$ cat config.mk
export PLATFORM = sky130hd
export DESIGN_NAME = bound_flasher_gen
export DESIGN_NICKNAME = d
export VERILOG_FILES = /design/src/rtl/bound_flasher_pkg.sv /design/src/rtl/bf_bound_table.sv /design/src/rtl/bound_flasher_gen.sv
export SDC_FILE = /design/constraint.sdc
export NUM_CORES = 1
export LEC_CHECK = 0
export ABC_AREA = 0
export BUFFER_PORTS_ARGS = -buffer_cell sky130_fd_sc_hd__buf_2
export CAP_MARGIN = 10
export CORE_MARGIN = 1
export CORE_UTILIZATION = 59
export DETAILED_ROUTE_END_ITERATION = 10
export MAX_ROUTING_LAYER = met4
export PLACE_DENSITY_LB_ADDON = 0.1
export SYNTH_ARGS = -nofsm -noshare
export SYNTH_HDL_FRONTEND = slang
export SYNTH_SLANG_ARGS = --single-unit
export TNS_END_PERCENT = 20
$ cat constraint.sdc
create_clock -name clk -period 4 [get_ports clk]
set_input_delay 0.4 -clock clk [delete_from_list [all_inputs] [get_ports clk]]
set_output_delay 0.4 -clock clk [all_outputs]
set_load 0.01 [all_outputs]
$ cat src/rtl/bound_flasher_pkg.sv
// Shared types and defaults for the bound flasher LED sequencer.
package bound_flasher_pkg;

  typedef enum logic [1:0] {
    IDLE = 2'd0,
    UP   = 2'd1,
    DOWN = 2'd2
  } state_e;

  localparam int unsigned DEF_NUM_LED   = 16;
  localparam int unsigned DEF_NUM_PHASE = 6;
  // Phase 5 in the top slice down to phase 0 in the bottom slice.
  localparam logic [29:0] DEF_BOUND_INIT = {5'd0, 5'd5, 5'd0, 5'd10, 5'd5, 5'd15};
  localparam logic [16:0] DEF_KICK_MASK  = 17'h0_0021;

  function automatic int unsigned clip_bound(input int unsigned val, input int unsigned max_val);
    return (val > max_val) ? max_val : val;
  endfunction

endpackage

$ cat src/rtl/bf_bound_table.sv
// Per-phase bound register file: reset-loaded defaults, checked and clipped
// write port, combinational read by phase index.
module bf_bound_table
  import bound_flasher_pkg::*;
#(
  parameter int unsigned               NUM_LED    = DEF_NUM_LED,
  parameter int unsigned               NUM_PHASE  = DEF_NUM_PHASE,
  parameter int unsigned               CNT_W      = 5,
  parameter int unsigned               PH_W       = 3,
  parameter logic [NUM_PHASE*CNT_W-1:0] BOUND_INIT = DEF_BOUND_INIT
) (
  input  logic             clk,
  input  logic             rst_n,
  input  logic             wr_req,
  input  logic             wr_allow,
  input  logic [PH_W-1:0]  wr_addr,
  input  logic [CNT_W-1:0] wr_data,
  input  logic [PH_W-1:0]  rd_addr,
  output logic [CNT_W-1:0] rd_bound,
  output logic             wr_reject
);

  logic [CNT_W-1:0] bound_q [NUM_PHASE];
  logic [CNT_W-1:0] bound_d [NUM_PHASE];
  logic             addr_ok;
  logic             wr_en;

  always_comb begin
    addr_ok   = ({1'b0, wr_addr} < (PH_W+1)'(NUM_PHASE));
    wr_en     = wr_req && wr_allow && addr_ok;
    wr_reject = wr_req && !wr_en;
    bound_d   = bound_q;
    if (wr_en) begin
      bound_d[wr_addr] = CNT_W'(clip_bound(32'(wr_data), NUM_LED));
    end
    rd_bound = bound_q[rd_addr];
  end

  always_ff @(posedge clk or negedge rst_n) begin
    if (!rst_n) begin
      for (int unsigned i = 0; i < NUM_PHASE; i++) begin
        bound_q[i] <= BOUND_INIT[i*CNT_W +: CNT_W];
      end
    end else begin
      bound_q <= bound_d;
    end
  end

endmodule

$ cat src/rtl/bound_flasher_gen.sv
// Thermometer LED sequencer: a flick edge starts alternating UP/DOWN sweeps,
// each phase moving the lit-LED count towards its programmable bound.
module bound_flasher_gen
  import bound_flasher_pkg::*;
#(
  parameter int unsigned                               NUM_LED    = DEF_NUM_LED,
  parameter int unsigned                               NUM_PHASE  = DEF_NUM_PHASE,
  parameter logic [NUM_PHASE*$clog2(NUM_LED+1)-1:0]    BOUND_INIT = DEF_BOUND_INIT,
  parameter logic [NUM_LED:0]                          KICK_MASK  = DEF_KICK_MASK,
  parameter bit                                        REPEAT     = 1'b0,
  localparam int unsigned                              CNT_W      = $clog2(NUM_LED+1),
  localparam int unsigned                              PH_W       = $clog2(NUM_PHASE)
) (
  input  logic               clk,
  input  logic               rst_n,
  input  logic               flick,
  input  logic               step_en,
  input  logic               cfg_we,
  input  logic [PH_W-1:0]    cfg_addr,
  input  logic [CNT_W-1:0]   cfg_bound,
  output logic [NUM_LED-1:0] led,
  output logic [CNT_W-1:0]   level,
  output logic [PH_W-1:0]    phase,
  output logic               busy,
  output logic               done,
  output logic               cfg_err
);

  localparam logic [PH_W-1:0]  LAST_PH = PH_W'(NUM_PHASE - 1);
  localparam logic [CNT_W-1:0] MAX_LVL = CNT_W'(NUM_LED);

  state_e             state_q, state_d;
  logic [CNT_W-1:0]   level_q, level_d;
  logic [PH_W-1:0]    phase_q, phase_d;
  logic [NUM_LED-1:0] led_q, led_d;
  logic               busy_q, busy_d;
  logic               done_q, done_d;
  logic               cfg_err_q, cfg_err_d;
  logic               flick_q, flick_d;

  logic               start;
  logic               run_end;
  logic [CNT_W-1:0]   lvl_inc, lvl_dec;
  logic [CNT_W-1:0]   bound;
  logic               wr_reject;

  bf_bound_table #(
    .NUM_LED    (NUM_LED),
    .NUM_PHASE  (NUM_PHASE),
    .CNT_W      (CNT_W),
    .PH_W       (PH_W),
    .BOUND_INIT (BOUND_INIT)
  ) u_table (
    .clk       (clk),
    .rst_n     (rst_n),
    .wr_req    (cfg_we),
    .wr_allow  ((state_q == IDLE) && !start),
    .wr_addr   (cfg_addr),
    .wr_data   (cfg_bound),
    .rd_addr   (phase_q),
    .rd_bound  (bound),
    .wr_reject (wr_reject)
  );

  always_comb begin
    start   = (state_q == IDLE) && flick && !flick_q;
    lvl_inc = (level_q == MAX_LVL) ? level_q : level_q + CNT_W'(1);
    lvl_dec = (level_q == '0) ? level_q : level_q - CNT_W'(1);

    state_d   = state_q;
    level_d   = level_q;
    phase_d   = phase_q;
    done_d    = 1'b0;
    run_end   = 1'b0;
    flick_d   = flick;
    cfg_err_d = wr_reject;

    case (state_q)
      IDLE: begin
        if (start) begin
          state_d = UP;
          phase_d = '0;
          level_d = CNT_W'(1);
        end
      end
      UP: begin
        if (step_en) begin
          if (level_q < bound) begin
            level_d = lvl_inc;
          end else if (phase_q != LAST_PH) begin
            state_d = DOWN;
            phase_d = phase_q + PH_W'(1);
            level_d = lvl_dec;
          end else begin
            run_end = 1'b1;
          end
        end
      end
      DOWN: begin
        if (step_en) begin
          // Kickback outranks both the bound turn and the end of the run.
          if (KICK_MASK[level_q] && flick) begin
            state_d = UP;
            phase_d = phase_q - PH_W'(1);
            level_d = lvl_inc;
          end else if (level_q > bound) begin
            level_d = lvl_dec;
          end else if (phase_q != LAST_PH) begin
            state_d = UP;
            phase_d = phase_q + PH_W'(1);
            level_d = lvl_inc;
          end else begin
            run_end = 1'b1;
          end
        end
      end
      default: state_d = IDLE;
    endcase

    if (run_end) begin
      done_d = 1'b1;
      if (REPEAT) begin
        state_d = UP;
        phase_d = '0;
        level_d = lvl_inc;
      end else begin
        state_d = IDLE;
        phase_d = '0;
        level_d = '0;
      end
    end

    busy_d = (state_d != IDLE);
    for (int unsigned i = 0; i < NUM_LED; i++) begin
      led_d[i] = (32'(level_d) > i);
    end
  end

  always_ff @(posedge clk or negedge rst_n) begin
    if (!rst_n) begin
      state_q   <= IDLE;
      level_q   <= '0;
      phase_q   <= '0;
      led_q     <= '0;
      busy_q    <= 1'b0;
      done_q    <= 1'b0;
      cfg_err_q <= 1'b0;
      flick_q   <= 1'b0;
    end else begin
      state_q   <= state_d;
      level_q   <= level_d;
      phase_q   <= phase_d;
      led_q     <= led_d;
      busy_q    <= busy_d;
      done_q    <= done_d;
      cfg_err_q <= cfg_err_d;
      flick_q   <= flick_d;
    end
  end

  assign led     = led_q;
  assign level   = level_q;
  assign phase   = phase_q;
  assign busy    = busy_q;
  assign done    = done_q;
  assign cfg_err = cfg_err_q;

endmodule

After elaboration in Yosys (flattened, before gate mapping)
Memory sizes are Yosys's and may differ from the RTL's.
Index checks and enable logic that the tools add are counted.
W data, S select, Z words.
{"block": "word_totals", "ff_bits": 60, "input_bits": 13, "memories": 1, "mem_bits_ro": 32}
{"block": "classes", "addsub": 4, "order_cmp": 24, "reduce_logical": 16, "bitwise_logic": 2, "n_eq_ne": 9, "mux": 47}
{"memory": "(name not given)", "depth": 32, "width": 1, "read_ports": 1, "rd_ports_with_merged_regs": 0, "write_ports": 0, "line_no": "bound_flasher_gen.sv:102", "source": "if (KICK_MASK[level_q] && flick) begin"}
{"cell": "$mux W5", "count": 15}
{"cell": "$gt A5 B4 Y1 const B", "count": 8}
{"cell": "$bwmux W30", "count": 1}
{"cell": "$mux W3", "count": 8}
{"cell": "$gt A5 B3 Y1 const B", "count": 4}
{"cell": "$mux W2", "count": 9}
{"cell": "$bmux W5 S3", "count": 1}
{"cell": "$demux W5 S3", "count": 1}
{"cell": "$ne A3 B3 Y1 const B", "count": 5}
{"cell": "$pmux W5 S3", "count": 1}
{"cell": "$gt A5 B1 Y1 const B", "count": 2}
{"cell": "$gt A5 B2 Y1 const B", "count": 2}
{"cell": "$pmux W3 S3", "count": 1}
{"cell": "$ge A4 B4 Y1 const B", "count": 2}
{"cell": "$logic_and A1 B1 Y1", "count": 8}
{"cell": "$mux W1", "count": 8}
{"cell": "$not A3 Y4", "count": 2}
{"cell": "$lt A5 B6 Y1 const B", "count": 1}
{"cell": "$pmux W2 S3", "count": 1}
{"cell": "$reduce_and A6 Y1", "count": 1}
{"cell": "$add A5 B1 Y5 const B", "count": 1}
{"cell": "$eq A5 B5 Y1 const B", "count": 1}
{"cell": "$gt A5 B5 Y1", "count": 1}
{"cell": "$gt A5 B5 Y1 const B", "count": 1}
{"cell": "other kinds (15)", "count": 17}

Logic depth before layout (Yosys ltp)
Gate-level depths: netlist (run 1).
{"block": "logic_depth", "word_depth": 11, "depth_mapped": 15}

Modules after synthesis
A second synthesis (run 1) with hierarchy kept.
{"block": "hier_totals", "hier_cells": 351, "hier_area_um2": 3727.3}
{"module": "bound_flasher_gen", "area_per_inst_um2": 2253.4, "seq_area_each_um2": 750.7, "instances": 1, "cells_per_inst": 244}
{"module": "bf_bound_table", "area_per_inst_um2": 1473.9, "seq_area_each_um2": 763.2, "instances": 1, "cells_per_inst": 107}

Least setup slack after synthesis (run 1)
Ideal clock, no wire load.
{"block": "synth_timing", "path_kind": "reg2reg", "start": "register phase_q[0], in the netlist phase[0]", "end": "register led_q[2], in the netlist led[2]", "path_slack_ns": 0.429, "period_less_slack_ns": 3.571, "setup_ns": 0.126, "path_buffers": 2, "path_stages_with_launch": 13, "t_arrival_ns": 3.445, "path_cell_list": "dfrtp_1 > buf_1 > mux4_2 > mux2i_1 > ha_1 > a21oi_1 > nand2_1 > a31oi_1 > o31ai_1 > a2111o_1 > buf_2 > a211oi_2 > a21oi_1"}
{"block": "synth_between", "elab_chain_cells": 11}
{"element": "start, declared", "line_no": "bound_flasher_gen.sv:34", "source": "logic [PH_W-1:0] phase_q, phase_d;"}
{"element": "start signal, assigned", "line_no": "bound_flasher_gen.sv:152", "source": "phase_q <= phase_d;"}
{"element": "$not A3 Y4 (implied by the code)", "line_no": "bf_bound_table.sv:36", "source": "rd_bound = bound_q[rd_addr];"}
{"element": "$bmux W5 S3", "line_no": "bf_bound_table.sv:36"}
{"element": "$mux W5 (implied by the code) (2 in series)", "line_no": "bf_bound_table.sv:36"}
{"element": "$gt A5 B5 Y1", "line_no": "bound_flasher_gen.sv:106", "source": "end else if (level_q > bound) begin"}
{"element": "$mux W5 / $mux W1 (equally long branches)", "line_no": "bound_flasher_gen.sv:106"}
{"element": "$mux W5 / $mux W1 (equally long branches)", "line_no": "bound_flasher_gen.sv:102"}
{"element": "$mux W5 / $mux W1 (equally long branches)", "line_no": "bound_flasher_gen.sv:100", "source": "if (step_en) begin"}
{"element": "$pmux W5 S3 / $pmux W1 S2 (equally long branches)", "line_no": "bound_flasher_gen.sv:78", "source": "case (state_q)"}
{"element": "$mux W5 (*)", "line_no": "bound_flasher_gen.sv:120", "source": "if (run_end) begin"}
{"element": "$gt A5 B2 Y1 (*)", "line_no": "bound_flasher_gen.sv:135", "source": "led_d[i] = (32'(level_d) > i);"}
{"element": "net led_d[2]", "line_no": "bound_flasher_gen.sv:35", "source": "logic [NUM_LED-1:0] led_q, led_d;"}
{"element": "end signal, assigned", "line_no": "bound_flasher_gen.sv:153", "source": "led_q <= led_d;"}
{"element": "end, declared", "line_no": "bound_flasher_gen.sv:35"}
The timed path passes the listed nets; every way through them passes the cells marked *. The select of a mux whose other input is x is not followed.
A chain may end at the register's enable or synchronous reset.

Worst setup path after layout (run 1)
{"block": "layout_timing", "start": "register phase_q[0], in the netlist phase[0]", "end": "register led_q[4], in the netlist led[4]"}
{"block": "layout_between", "elab_chain_cells": 11}
{"element": "$not A3 Y4 (implied by the code)", "line_no": "bf_bound_table.sv:36"}
{"element": "$bmux W5 S3", "line_no": "bf_bound_table.sv:36"}
{"element": "$mux W5 (implied by the code) (2 in series)", "line_no": "bf_bound_table.sv:36"}
{"element": "$gt A5 B5 Y1", "line_no": "bound_flasher_gen.sv:106"}
{"element": "$mux W5 / $mux W1 (equally long branches)", "line_no": "bound_flasher_gen.sv:106"}
{"element": "$mux W5 / $mux W1 (equally long branches)", "line_no": "bound_flasher_gen.sv:102"}
{"element": "$mux W5 / $mux W1 (equally long branches)", "line_no": "bound_flasher_gen.sv:100"}
{"element": "$pmux W5 S3 / $pmux W1 S2 (equally long branches)", "line_no": "bound_flasher_gen.sv:78"}
{"element": "$mux W5 (*)", "line_no": "bound_flasher_gen.sv:120"}
{"element": "$gt A5 B3 Y1 (*)", "line_no": "bound_flasher_gen.sv:135"}
{"element": "net led_d[4]", "line_no": "bound_flasher_gen.sv:35"}
Marked as above.

==> impl_metrics.toml, run 1 <==
[critical_path]
worstSetupPathType = "reg -> reg"
crit_path_start_kind = "flip-flop"
crit_path_start = "phase[0]$_DFFE_PN0P_"
critical_path.max_fanout = 12
end_kind = "flip-flop"
cp.required_ps = 4220
r2r-start = "phase[0]$_DFFE_PN0P_"
cp.arrival_ps = 3970

[synth]
synth_top_family_by_area = "compound AO/OA/AOI/OAI gates"
synth_area_per_cell_um2 = 10.2
synth_edf_count = 0
synth-seq-cells = 60
synth_xor_area_share_pct = 0.941
synth_compound_area_share_pct = 16.5
syn-instance-count = 366
synth_warnings = 0
synth_fa_ha_area_share_pct = 5.38
ys.flop_type = "dfrtp_1"
yosysSeqAreaShare_pct = 40.7
synth_mux_area_share_pct = 15.9
syn-cell-area_um2 = 3720
yosys.area_share.simple_pct = 16.3
syn-num-nets = 395
synth_cell_type_count = 67
async_reset_ff_share_pct = 100

[finish]
n_antenna_cell = 0
num-fill-cells = 459
layout_common_cells = "50 x dfrtp_1, 39 x buf_2, 32 x mux2_2"
final_core_util_pct = 69.9
fin_area_um2 = 4190
syn_to_final_growth_pct = 12.5
final_layout_size_suffix_gt1_share_pct = 32.0
final_nets = 436
final_common_cell = "dfrtp_1"

[placement]
dp.final_hpwl_um = 6590
gp_congestion = 0.970
dp_slack_ps = 282
place_area_um2 = 4000
io_buffers = 39

[flow_run]
maxCapViolCount = 0

[power]
p_per_area_nw_per_um2 = 846
peakVddDrop_mv = 0.564
power.leakage_nw = 1.95

[cts]
clk_latency_ps = 350
clock-sinks = 60
numCtsBuffers = 9
cts_tree = "built"
ctsLongestPathBuffers = 2
h-tree-depth = 3
cts_hold_buf = 0
clockRootBuffer = "clkbuf_8"
post-cts-setup-buffers = 0
clk_pin_slew_ps = 80

[timing]
finClkSkew_ps = 13.2
fmax_mhz = 267
period_share_pct = 93.6
slew_headroom_pct = 45.0
fin_tns_setup_ps = 0
worst_slew_pin_slew_ps = 825
rsz0062_at_grt = "false"
timing.final.ws_setup_ps = 254
slew_viol_final = 0
hold_viol = 0
setup_viol = 0
finalCriticalPeriod_ps = 3750

[route]
drt_pre_antenna_iters = 6
ant_nets = 0
wl_per_cell_um = 18.9
drtIter0Drc = 163
wl_um = 9220
vias = 3057
drc = 0
viasPerCell = 6.28

[outcome]
status = "finished, final reports clean"

[die]
die_h_um = 81.4
core-area_um2 = 5990
pin_count = 40
die_w_um = 81.4
die_area_um2 = 6630
rows = 28
start_util_pct = 62.1

[global_route]
antenna_found_initial = 0
grt_max_degree = 39
grt_pass1_wl_um = 14700
grt_pass1_vias = 2934
grt_overflow_total = 0
grt_usage_pct = 31.2

[hold_path]
hold_path.class = "in -> async"
==> cell usage after synthesis (all sizes together), types with 2 or more instances <==
| cell | count | area (um2) |
|---|---|---|
| o21ai | 19 | 103 |
| nand4 | 3 | 18.8 |
| inv | 20 | 75.1 |
| mux2 | 32 | 360 |
| a211oi | 7 | 62.6 |
| nor4 | 3 | 25.0 |
| dfrtp | 50 | 1250 |
| a211o | 4 | 35.0 |
| and2 | 6 | 37.5 |
| nor2 | 30 | 113 |
| nand3 | 9 | 45.0 |
| a311oi | 2 | 23.8 |
| nor2b | 10 | 62.6 |
| nand2 | 32 | 130 |
| mux2i | 12 | 120 |
| dfstp | 10 | 263 |
| or3 | 2 | 12.5 |
| o221ai | 2 | 17.5 |
| nor4b | 2 | 23.8 |
| buf | 8 | 46.3 |
| nor3 | 7 | 40.0 |
| a21o | 2 | 15.0 |
| mux4 | 5 | 113 |
| a31oi | 6 | 37.5 |
| nand3b | 2 | 15.0 |
| and3 | 2 | 12.5 |
| nand2b | 3 | 18.8 |
| or2 | 4 | 25.0 |
| ha | 16 | 200 |
| a21oi | 16 | 91.3 |
| o22ai | 3 | 25.0 |
| o211ai | 2 | 15.0 |
| o31ai | 4 | 43.8 |
| clkbuf | 9 | 33.8 |
| a32oi | 3 | 26.3 |
| xor2 | 3 | 26.3 |
| a221oi | 3 | 26.3 |
==> logic make-up (layout without fill, tap and decap cells) <==
family,Yosys count,after routing
buf+inv,37,83
xor+xnor,4,4
compound gates,82,82
mux,49,49
fa+ha+maj,16,16
flops,60,60
simple gates,118,118
==> power breakdown <==
| group | internal [mW] | switching [mW] |
|---|---|---|
| clock network | 0.227 | 0.271 |
| registers | 0.857 | 0.136 |
| logic | 0.799 | 1.25 |
| total | 1.88 | 1.66 |
==> layout make-up <==
| cell class | count | area (um2) | share of cell area (%) |
|---|---|---|---|
| clock buffers | 9 | 124 | 2.96 |
| inverters | 20 | 75.1 | 1.79 |
| multi-input cells | 269 | 2060 | 49.2 |
| repair buffers | 47 | 268 | 6.40 |
| well taps | 75 | 93.8 | 2.24 |
| clock inverters | 7 | 52.6 | 1.26 |
| flip-flops and latches | 60 | 1510 | 36.2 |
==> state kept, by name, indices dropped and copies added, names as in the netlist <==
signal           flops
u_table.bound_q     30
led                 16
level                5
phase                3
state_q              2
busy                 1
cfg_err              1
done                 1
flick_q              1
==> what timing repair did <==
action | in CTS | in global routing
hold endpoints to repair | 0 | 0
setup endpoints to repair | 0 | 1
gates resized for setup | 0 | 1
==> path summary, 6_finish.rpt <==
check	depth (start not counted)	end	slack, ps
worst min-delay path	1	u_table.bound_q[14]$_DFFE_PN0P_	140
worst max register to register	12	led[4]$_DFF_PN0_	250
min in group clk	1	flick_q$_DFF_PN0_	240
worst max-delay path	12	led[4]$_DFF_PN0_	250
max in group asynchronous	2	led[2]$_DFF_PN0_	3060
worst min register to register	1	u_table.bound_q[11]$_DFFE_PN0P_	500
==> stage by stage <==
| stage | power, mW | hold slack, ps | std cells |
|---|---|---|---|
| finish | 3.54 | 141 | 487 |
| global route | 3.78 | 205 | 487 |
| CTS | 3.50 | 158 | 487 |
| detailed placement | 2.98 | 489 | 471 |
| global placement | 2.98 | 484 | 471 |
| floorplan | 2.47 | 104 | 366 |
==> worst max-delay path, cell delays in order (launching register included) <==
cell      delay, ps
dfrtp_1         500
buf_12          180
mux4_2          490
mux2i_1         160
ha_1            270
nor2_1          190
a211o_1         230
a21oi_4         120
o21ai_0         540
a221oi_1        190
a211o_1         360
o21ai_2         270
o21ai_1         110
==> routing by layer <==
layer  GRT usage (%)  vias up  routed length (um)  share of wire, %
met5               -        -                   0                 0
met4            13.0        0                 153               1.7
met3            5.44       14                 612               6.6
met2            44.8      137                4060                44
met1            43.7     1486                4400                48
li1                -     1420                   -                 -
No activity file was read; power rests on OpenSTA's default activity.
==> run 2, diff against run 1 <==
==> constraint.sdc (replaced) <==
create_clock -name clk -period 4 [get_ports clk]
set_input_delay 0.2 -clock clk [delete_from_list [all_inputs] [get_ports clk]]
set_output_delay 0.2 -clock clk [all_outputs]
set_load 0.01 [all_outputs]
==> run 2 against run 1 <==
Net effect:
- setup slack improved by 99 ps
- clock skew increased by 2.6 ps
- first-iteration DRC count increased by 26%
- critical path type unchanged
- combinational power about the same
- global-route usage grew 0.15 points
- die area is the same
- cell area is 0.81% higher
- count of clock-buffer cells in the layout unchanged
- via count shrank 0.46%
- clock power up 10%
==> impl_metrics.toml, run 2 (synthesis results as in run 1) <==
[outcome]
status = "finished, final reports clean"

[route]
drt_pre_antenna_iters = 4
viasPerCell = 6.24
met2_length_um = 4180
wl_per_cell_um = 19.1
wl_met3_um = 600
drc = 0
ant_nets = 0
wl_um = 9320
vias = 3043
highest_layer = "met4"
drtIter0Drc = 205
met1_length_um = 4350

[cts]
numCtsBuffers = 9
clockRootBuffer = "clkbuf_8"
post-cts-setup-buffers = 0
clk_latency_ps = 350
h-tree-depth = 3
ctsLongestPathBuffers = 2
clk_pin_slew_ps = 80
clock-sinks = 60
cts_tree = "built"

[power]
share_comb_of_total_power_pct = 57.1
peakVddDrop_mv = 0.475
p_per_area_nw_per_um2 = 856
swShare_pct = 46.1
power_frac_seq_pct = 27.7
clock_power_share_pct = 15.2
finalPower_mw = 3.61
power.leakage_nw = 1.96
p_switching_mw = 1.66
p_int_mw = 1.95

[timing]
setup_viol = 0
hold_viol = 0
worst_slew_pin_slew_ps = 689
slew_viol_final = 0
fin_tns_setup_ps = 0
period_share_pct = 91.2
rsz0062_at_grt = "false"
slew_headroom_pct = 53.9
finClkSkew_ps = 15.9
finalCriticalPeriod_ps = 3650
hold_ws_ps = 40.0
fmax_mhz = 274

[global_route]
grt_pass1_vias = 2896
grt_pass1_wl_um = 14700
grt_overflow_total = 0
antenna_found_initial = 0
grt_max_degree = 39
grt_usage_pct = 31.4

[critical_path]
critical_path.max_fanout = 12
r2r-start = "phase[0]$_DFFE_PN0P_"
crit_end = "led[2]$_DFF_PN0_"
worstSetupPathType = "reg -> reg"
rr_worst_depth = 13
r2r_slack_ps = 350
timing.rr.end = "led[2]$_DFF_PN0_"
cp.arrival_ps = 3880
crit_path_start_kind = "flip-flop"
end_kind = "flip-flop"
crit_path_start = "phase[0]$_DFFE_PN0P_"
cp.required_ps = 4240

[finish]
multi_input_area_um2 = 2060
final_common_cell = "dfrtp_1"
largest_reg_flops = 30
final_layout_size_suffix_gt1_share_pct = 32.0
seq_area_um2 = 1510
final_nets = 437
n_antenna_cell = 0
syn_to_final_growth_pct = 13.4
regMostFlops = "u_table.bound_q"
layout_common_cells = "50 x dfrtp_1, 39 x buf_2, 32 x mux2_2"
num-fill-cells = 444

[flow_run]
maxCapViolCount = 0

[die]
die_w_um = 81.4
die_h_um = 81.4
core-area_um2 = 5990
start_util_pct = 62.1
rows = 28
pin_count = 40
die_area_um2 = 6630

[hold_path]
hold_path.class = "in -> reg"
min-delay-start = "flick"

[placement]
gp_congestion = 0.976
dp.final_hpwl_um = 6820
io_buffers = 39
[run 2: cell types whose count changed in the layout (fill, tap and decap cells not counted), sizes merged]
cell,before,now
dlygate4sd3,0,1
bufinv,0,1
clkinv,5,3
clkinvlp,1,2
[run 2: through the flow]
| stage | instance area [um2] | util, % | cells | setup WS (ps) |
|---|---|---|---|---|
| 3_3_place_gp | 4000 | 66.8 | 471 | 237 |
| 2_1_floorplan | 3720 | - | 366 | 429 |
| 3_5_place_dp | 4000 | 66.8 | 471 | 282 |
| 6_report | 4220 | 70.4 | 488 | 353 |
| 5_1_grt | 4220 | 70.4 | 488 | 128 |
| 4_1_cts | 4210 | 70.3 | 488 | 281 |
[run 2: timing repair]
action,4_1_cts,5_1_grt
setup endpoints to repair,0,3
hold buffers,1,0
resized for setup,0,2
hold endpoints to repair,16,0
[run 2: metal layers]
layer / global-route usage, % / vias to the layer above
li1: - / 1413
met1: 41.8 / 1477
met2: 47.3 / 133
met3: 5.89 / 20
met4: 12.7 / 0
met5: - / -
[run 2: critical path: stages, from the launching register on]
cell	delay, ps
dfrtp_1	500
buf_12	180
mux4_2	500
mux2i_1	180
ha_1	280
nand2b_1	120
a211oi_2	120
nor2_1	500
a2111oi_0	140
buf_4	170
a311oi_2	260
o22ai_2	190
a211oi_2	290
a21oi_1	100
[run 2: power groups by stage]
stage	Combinational [mW]	Sequential, mW	Clock, mW
final	2.06	1.00	0.550
after global routing	2.23	1.02	0.586
after CTS	2.01	0.997	0.558
after detailed placement	2.00	1.01	0
after global placement	1.98	1.00	0
after floorplan	1.48	0.995	0
[run 2: layout make-up]
type	count	area share [%]
Multi-Input combinational cell	269	48.8
Tap cell	75	2.22
Inverter	20	1.78
Timing Repair Buffer	48	6.58
Clock inverter	7	1.81
Sequential cell	60	35.9
Clock buffer	9	2.94
[run 2: how the worst min path moves through the flow]
stage	end	slack [ps]	cells past startpoint
after detailed placement	u_table.bound_q[13]$_DFFE_PN0P_	210	1
after global routing	flick_q$_DFF_PN0_	40	1
after CTS	flick_q$_DFF_PN0_	30	1
after floorplan	busy$_DFF_PN0_	-100	0
after global placement	u_table.bound_q[23]$_DFFE_PN0P_	210	1
final	flick_q$_DFF_PN0_	40	1
